[src/rtl/trace_capture_buffer.sv]
// Retire-trace recorder: captures pc/inst pairs into a circular buffer for a bounded
// number of cycles after reset, drained through a first-word-fall-through valid/ready port.
module trace_capture_buffer #(
    parameter int ADDR_W      = 32,
    parameter int DATA_W      = 32,
    parameter int DEPTH       = 16,
    parameter int CYCLE_LIMIT = 1500,
    parameter int CNT_W       = 16
) (
    input  logic                       clk_in,
    input  logic                       reset,
    input  logic                       en,
    input  logic [ADDR_W-1:0]          pc,
    input  logic [DATA_W-1:0]          inst,
    input  logic                       mode,
    input  logic                       rd_ready,
    output logic                       rd_valid,
    output logic [ADDR_W-1:0]          rd_pc,
    output logic [DATA_W-1:0]          rd_inst,
    output logic [$clog2(DEPTH):0]     count,
    output logic                       full,
    output logic                       overflow,
    output logic                       done,
    output logic [CNT_W-1:0]           cycle_cnt
);

    localparam int PTR_W = $clog2(DEPTH);
    localparam int CW    = PTR_W + 1;
    localparam logic [CNT_W-1:0] LIMIT     = CNT_W'(CYCLE_LIMIT);
    localparam logic [CW-1:0]    DEPTH_CNT = CW'(DEPTH);

    typedef enum logic {
        RUN,
        FROZEN
    } state_t;

    state_t                      state_q, state_d;
    logic [CNT_W-1:0]            cycle_cnt_q, cycle_cnt_d;
    logic [PTR_W-1:0]            wr_ptr_q, wr_ptr_d;
    logic [PTR_W-1:0]            rd_ptr_q, rd_ptr_d;
    logic [CW-1:0]               count_q, count_d;
    logic                        overflow_q, overflow_d;
    logic [ADDR_W+DATA_W-1:0]    mem_q [DEPTH];

    logic                        push;
    logic                        pop;
    logic                        is_full;
    logic                        mem_we;

    always_comb begin
        state_d     = state_q;
        cycle_cnt_d = cycle_cnt_q;
        wr_ptr_d    = wr_ptr_q;
        rd_ptr_d    = rd_ptr_q;
        count_d     = count_q;
        overflow_d  = overflow_q;
        mem_we      = 1'b0;

        push    = en && (state_q == RUN);
        pop     = (count_q != '0) && rd_ready;
        is_full = (count_q == DEPTH_CNT);

        // The edge that reaches the limit is still a capture cycle; freezing applies after it.
        if (state_q == RUN) begin
            cycle_cnt_d = cycle_cnt_q + CNT_W'(1);
            if (cycle_cnt_d == LIMIT) begin
                state_d = FROZEN;
            end
        end

        if (pop) begin
            rd_ptr_d = rd_ptr_q + PTR_W'(1);
            count_d  = count_q - CW'(1);
        end

        if (push) begin
            if (is_full && !pop) begin
                overflow_d = 1'b1;
                if (mode) begin
                    mem_we   = 1'b1;
                    wr_ptr_d = wr_ptr_q + PTR_W'(1);
                    rd_ptr_d = rd_ptr_q + PTR_W'(1);
                end
            end else begin
                mem_we   = 1'b1;
                wr_ptr_d = wr_ptr_q + PTR_W'(1);
                count_d  = pop ? count_q : count_q + CW'(1);
            end
        end
    end

    always_ff @(posedge clk_in) begin
        if (reset) begin
            state_q     <= RUN;
            cycle_cnt_q <= '0;
            wr_ptr_q    <= '0;
            rd_ptr_q    <= '0;
            count_q     <= '0;
            overflow_q  <= 1'b0;
        end else begin
            state_q     <= state_d;
            cycle_cnt_q <= cycle_cnt_d;
            wr_ptr_q    <= wr_ptr_d;
            rd_ptr_q    <= rd_ptr_d;
            count_q     <= count_d;
            overflow_q  <= overflow_d;
        end
    end

    // Storage is intentionally left uninitialised by reset; only the pointers matter.
    always_ff @(posedge clk_in) begin
        if (!reset && mem_we) begin
            mem_q[wr_ptr_q] <= {pc, inst};
        end
    end

    assign rd_valid  = (count_q != '0);
    assign rd_pc     = mem_q[rd_ptr_q][ADDR_W+DATA_W-1:DATA_W];
    assign rd_inst   = mem_q[rd_ptr_q][DATA_W-1:0];
    assign count     = count_q;
    assign full      = (count_q == DEPTH_CNT);
    assign overflow  = overflow_q;
    assign done      = (state_q == FROZEN);
    assign cycle_cnt = cycle_cnt_q;

endmodule

[config.mk]
export PLATFORM = sky130hd
export DESIGN_NAME = trace_capture_buffer
export DESIGN_NICKNAME = d
export VERILOG_FILES = /design/src/rtl/trace_capture_buffer.sv
export SDC_FILE = /design/constraint.sdc
export NUM_CORES = 1
export LEC_CHECK = 0
export CAP_MARGIN = 20
export CORE_ASPECT_RATIO = 0.8
export CORE_MARGIN = 3
export CORE_UTILIZATION = 53
export CTS_BUF_LIST = sky130_fd_sc_hd__clkbuf_8
export DETAILED_ROUTE_END_ITERATION = 12
export PLACE_DENSITY = 0.71
export SETUP_SLACK_MARGIN = 0.15
export SLEW_MARGIN = 20
export SYNTH_ARGS = -nofsm -noshare
export SYNTH_HDL_FRONTEND = slang
export SYNTH_SLANG_ARGS = --single-unit
[constraint.sdc]
create_clock -name clk_in -period 6.9 [get_ports clk_in]
set_input_delay 1.38 -clock clk_in [delete_from_list [all_inputs] [get_ports clk_in]]
set_output_delay 1.38 -clock clk_in [all_outputs]
set_load 0.005 [all_outputs]
==> qor.txt <==
Reg2Reg Depth - 6
synth warn - 0
Most used DFF post-synth - edfxtp_1
Final nets - 2,007
wire per inst - 28.0 µm
Arr. time, crit path - 3.91 ns
Cell Area, Placed - 0.0433 mm²
fin cells - 3,044
Distinct cells, synth - 52
Cells after Synth - 1,656
first-pass GRT wire length - 127,000 µm
Clock power frac - 0.334
ANT nets after route - 0
Via Count - 18,300
CP Max Fanout - 38
post-route setup slack - 1.61 ns
CTS buffer count - 157
Rel. slew slack - 0.280
synthesis-stage register bit count - 1,055
RSZ-0062 raised after global routing - false
commonest non-fill, non-tap cells in the layout - edfxtp_1, mux4_2, clkbuf_8
DR iter-0 viols - 1,977
Detailed Routing Iterations Pass 1 - 5
Final TNS setup - 0 ns
reg-to-reg endpoint - mem_q[12][45]
pre-CTS setup slack - 2.22 ns
fraction of final layout cells sized beyond drive strength 1 - 0.281
vias in the first global route - 19,600
max cap viols - 0
Slew Limit Fails - 0
FF-to-FF setup slack - 3.36 ns
Cell Chain, Critical Path - buf_4 > mux4_2 > mux4_2 > clkdlybuf4s50_1
worst reg2reg path startpoint - done
GR Overflow Total - 0
Sw Pwr - 0.00319 W
commonest non-fill, non-tap cell in the layout - edfxtp_1
most used cell, CP - mux4_2
Netlist Area Pre-Place - 0.0403 mm²
Rows - 89
Die Footprint - 0.0794 mm²
Crit path largest cell delay - 0.89 ns
worst hold endpoint - overflow
Die Height - 253 µm
CTS clk-pin slew, worst paths - 0.06 ns
CP max stage cell - dfxtp_4
Resize count post-CTS - 0
Area Overhead vs Synth - 14.3%
clock latency on the worst-skew pair - 0.81 ns
PwrDens - 296 mW/mm²
Layout fillers - 4,942
Combinational Power Share - 0.139
sequential share of power - 0.527
Post-CTS Setup Repair Bufs - 0
CP startpoint kind - register
total track usage - 0.222
crit path capture type - output pin
CP bufs+invs - 2
cts hold-fix bufs - 0
Min-Delay Startpoint - overflow
top post-synthesis cells by area - edfxtp_1, mux4_2, dfxtp_1, buf_6, nor2_1
sequential fraction of the synthesis area - 0.778
Period minus WS final - 5.29 ns
Buffers on Ports - 157
Placer Congestion - 0.754
Slew @ Worst Pin - 1.08 ns
Routed WL - 85,300 µm
Switching Share - 0.234
core footprint - 0.0745 mm²
Synth area leader - edfxtp_1
Leak - 14.0 nW
# IOs - 158
Hold/Removal Path Class - register to register
asr flop ratio synth - 0
Syn Area/Cell - 24.3 µm²
Clock Path Buffers - 3
largest net degree at the start of global routing - 74
kind of critical path - register to output pin
Post-synth EDFFs - 1,024
fin area - 0.0461 mm²
final worst-path cycle share - 0.767
Clock Sinks - 1,055
H-tree depth - 4
hpwl dp - 43,000 µm
Initial Util - 0.541
antenna violations before repair - 7
Die Wd - 314 µm
internal power - 0.0105 W
Largest delay share family, worst path - multiplexers
Post-route DRC - 0
Total Power - 0.0137 W
count of endpoints failing setup in the final report - 0
clock skew - 0.0213 ns
status - finished, final reports clean
placed cells - 2,768
VDD IR max - 0.000158 V
Synth Net Count - 1,736
Worst EP required - 5.52 ns
CTS tree - yes
root buffer cell - clkbuf_8
area share of the largest cell type after synthesis - 0.763
Vias/cell - 6.02
hold path depth - 2
max frequency - 0.189 GHz
Hold Vio Cnt, Final - 0
## area by class of cell
class / count / area (µm²) / share of cell area
Sequential cell: 1055 / 31400 / 0.681
Multi-Input combinational cell: 507 / 8500 / 0.185
Clock buffer: 160 / 2200 / 0.0478
Timing Repair Buffer: 197 / 2100 / 0.0455
Tap cell: 1001 / 1250 / 0.0272
Clock inverter: 112 / 576 / 0.0125
Inverter: 9 / 33.8 / 0.000733
Antenna cell: 3 / 7.51 / 0.000163
## metrics by stage
stage	hold slack (ns)	utilization
CTS	0.483	0.618
global placement	0.457	0.581
global route	0.509	0.618
floorplan	0.465	-
finish	0.479	0.618
detailed placement	0.464	0.581
## cell families (layout without fill, tap and decap cells)
logic type,count (synthesis),after routing,share of synthesized area
adders and majority gates,11,11,0.00341
DFF,1055,1055,0.778
xor gates and xnor gates,25,25,0.00543
other,0,3,0
muxes,322,322,0.179
and+or+nand+nor,120,120,0.0151
AOI/OAI and AO/OA,29,29,0.00478
buffers and inverters,94,478,0.0138
## worst max-delay path by stage
stage	end	cells past startpoint	slack (ns)	start
floorplan	mem_q[3][0]	7	1.58	en
global placement	mem_q[12][52]	7	2.25	en
detailed placement	mem_q[8][14]	7	2.22	en
CTS	rd_pc[15]	4	1.43	rd_ptr_q[0]
global route	rd_pc[20]	4	1.32	rd_ptr_q[0]
finish	rd_pc[15]	4	1.61	rd_ptr_q[0]
## synthesized netlist by cell type, types with 2 or more instances
cell,n
a211oi_1,3
a21oi_1,8
and4_1,3
buf_1,10
buf_2,14
buf_6,25
clkbuf_1,36
dfxtp_1,31
edfxtp_1,1024
ha_1,11
inv_1,7
inv_2,2
mux2i_1,2
mux4_2,320
nand2_1,17
nand2b_1,4
nand3_1,5
nand3b_1,2
nand4_1,7
nor2_1,50
nor2b_1,3
nor3_1,11
nor3b_1,3
nor4_1,2
o21ai_0,4
o21bai_1,2
or3_1,2
xnor2_1,10
xor2_1,15
## power by group through the flow
stage,sequential (W),clock [W],combinational [W]
finish,0.00719,0.00456,0.00190
global route,0.00720,0.00496,0.00205
CTS,0.00719,0.00467,0.00194
detailed placement,0.00733,0,0.00194
global placement,0.00733,0,0.00191
floorplan,0.00725,0,0.00138
## metal layers
metal / share of wire / GRT usage / up-vias
met5: 0.00063 / 0 / -
met4: 0.016 / 0.0637 / 8
met3: 0.076 / 0.0551 / 115
met2: 0.49 / 0.342 / 708
met1: 0.42 / 0.321 / 9800
li1: - / - / 7682
## state kept, by name, indices dropped and copies added, names as in the netlist, named ones only
signal and cells:
wr_ptr_q 4, overflow 1, count 4, cycle_cnt 16, mem_q 1024, rd_ptr_q 4
done 1
## worst min-delay path, delay by kind of cell (launching register included)
family | cells | cell delay, ns
flip-flops | 1 | 0.33
AND/OR/NAND/NOR | 2 | 0.12
Note: power is estimated with default switching activity, not from simulation.
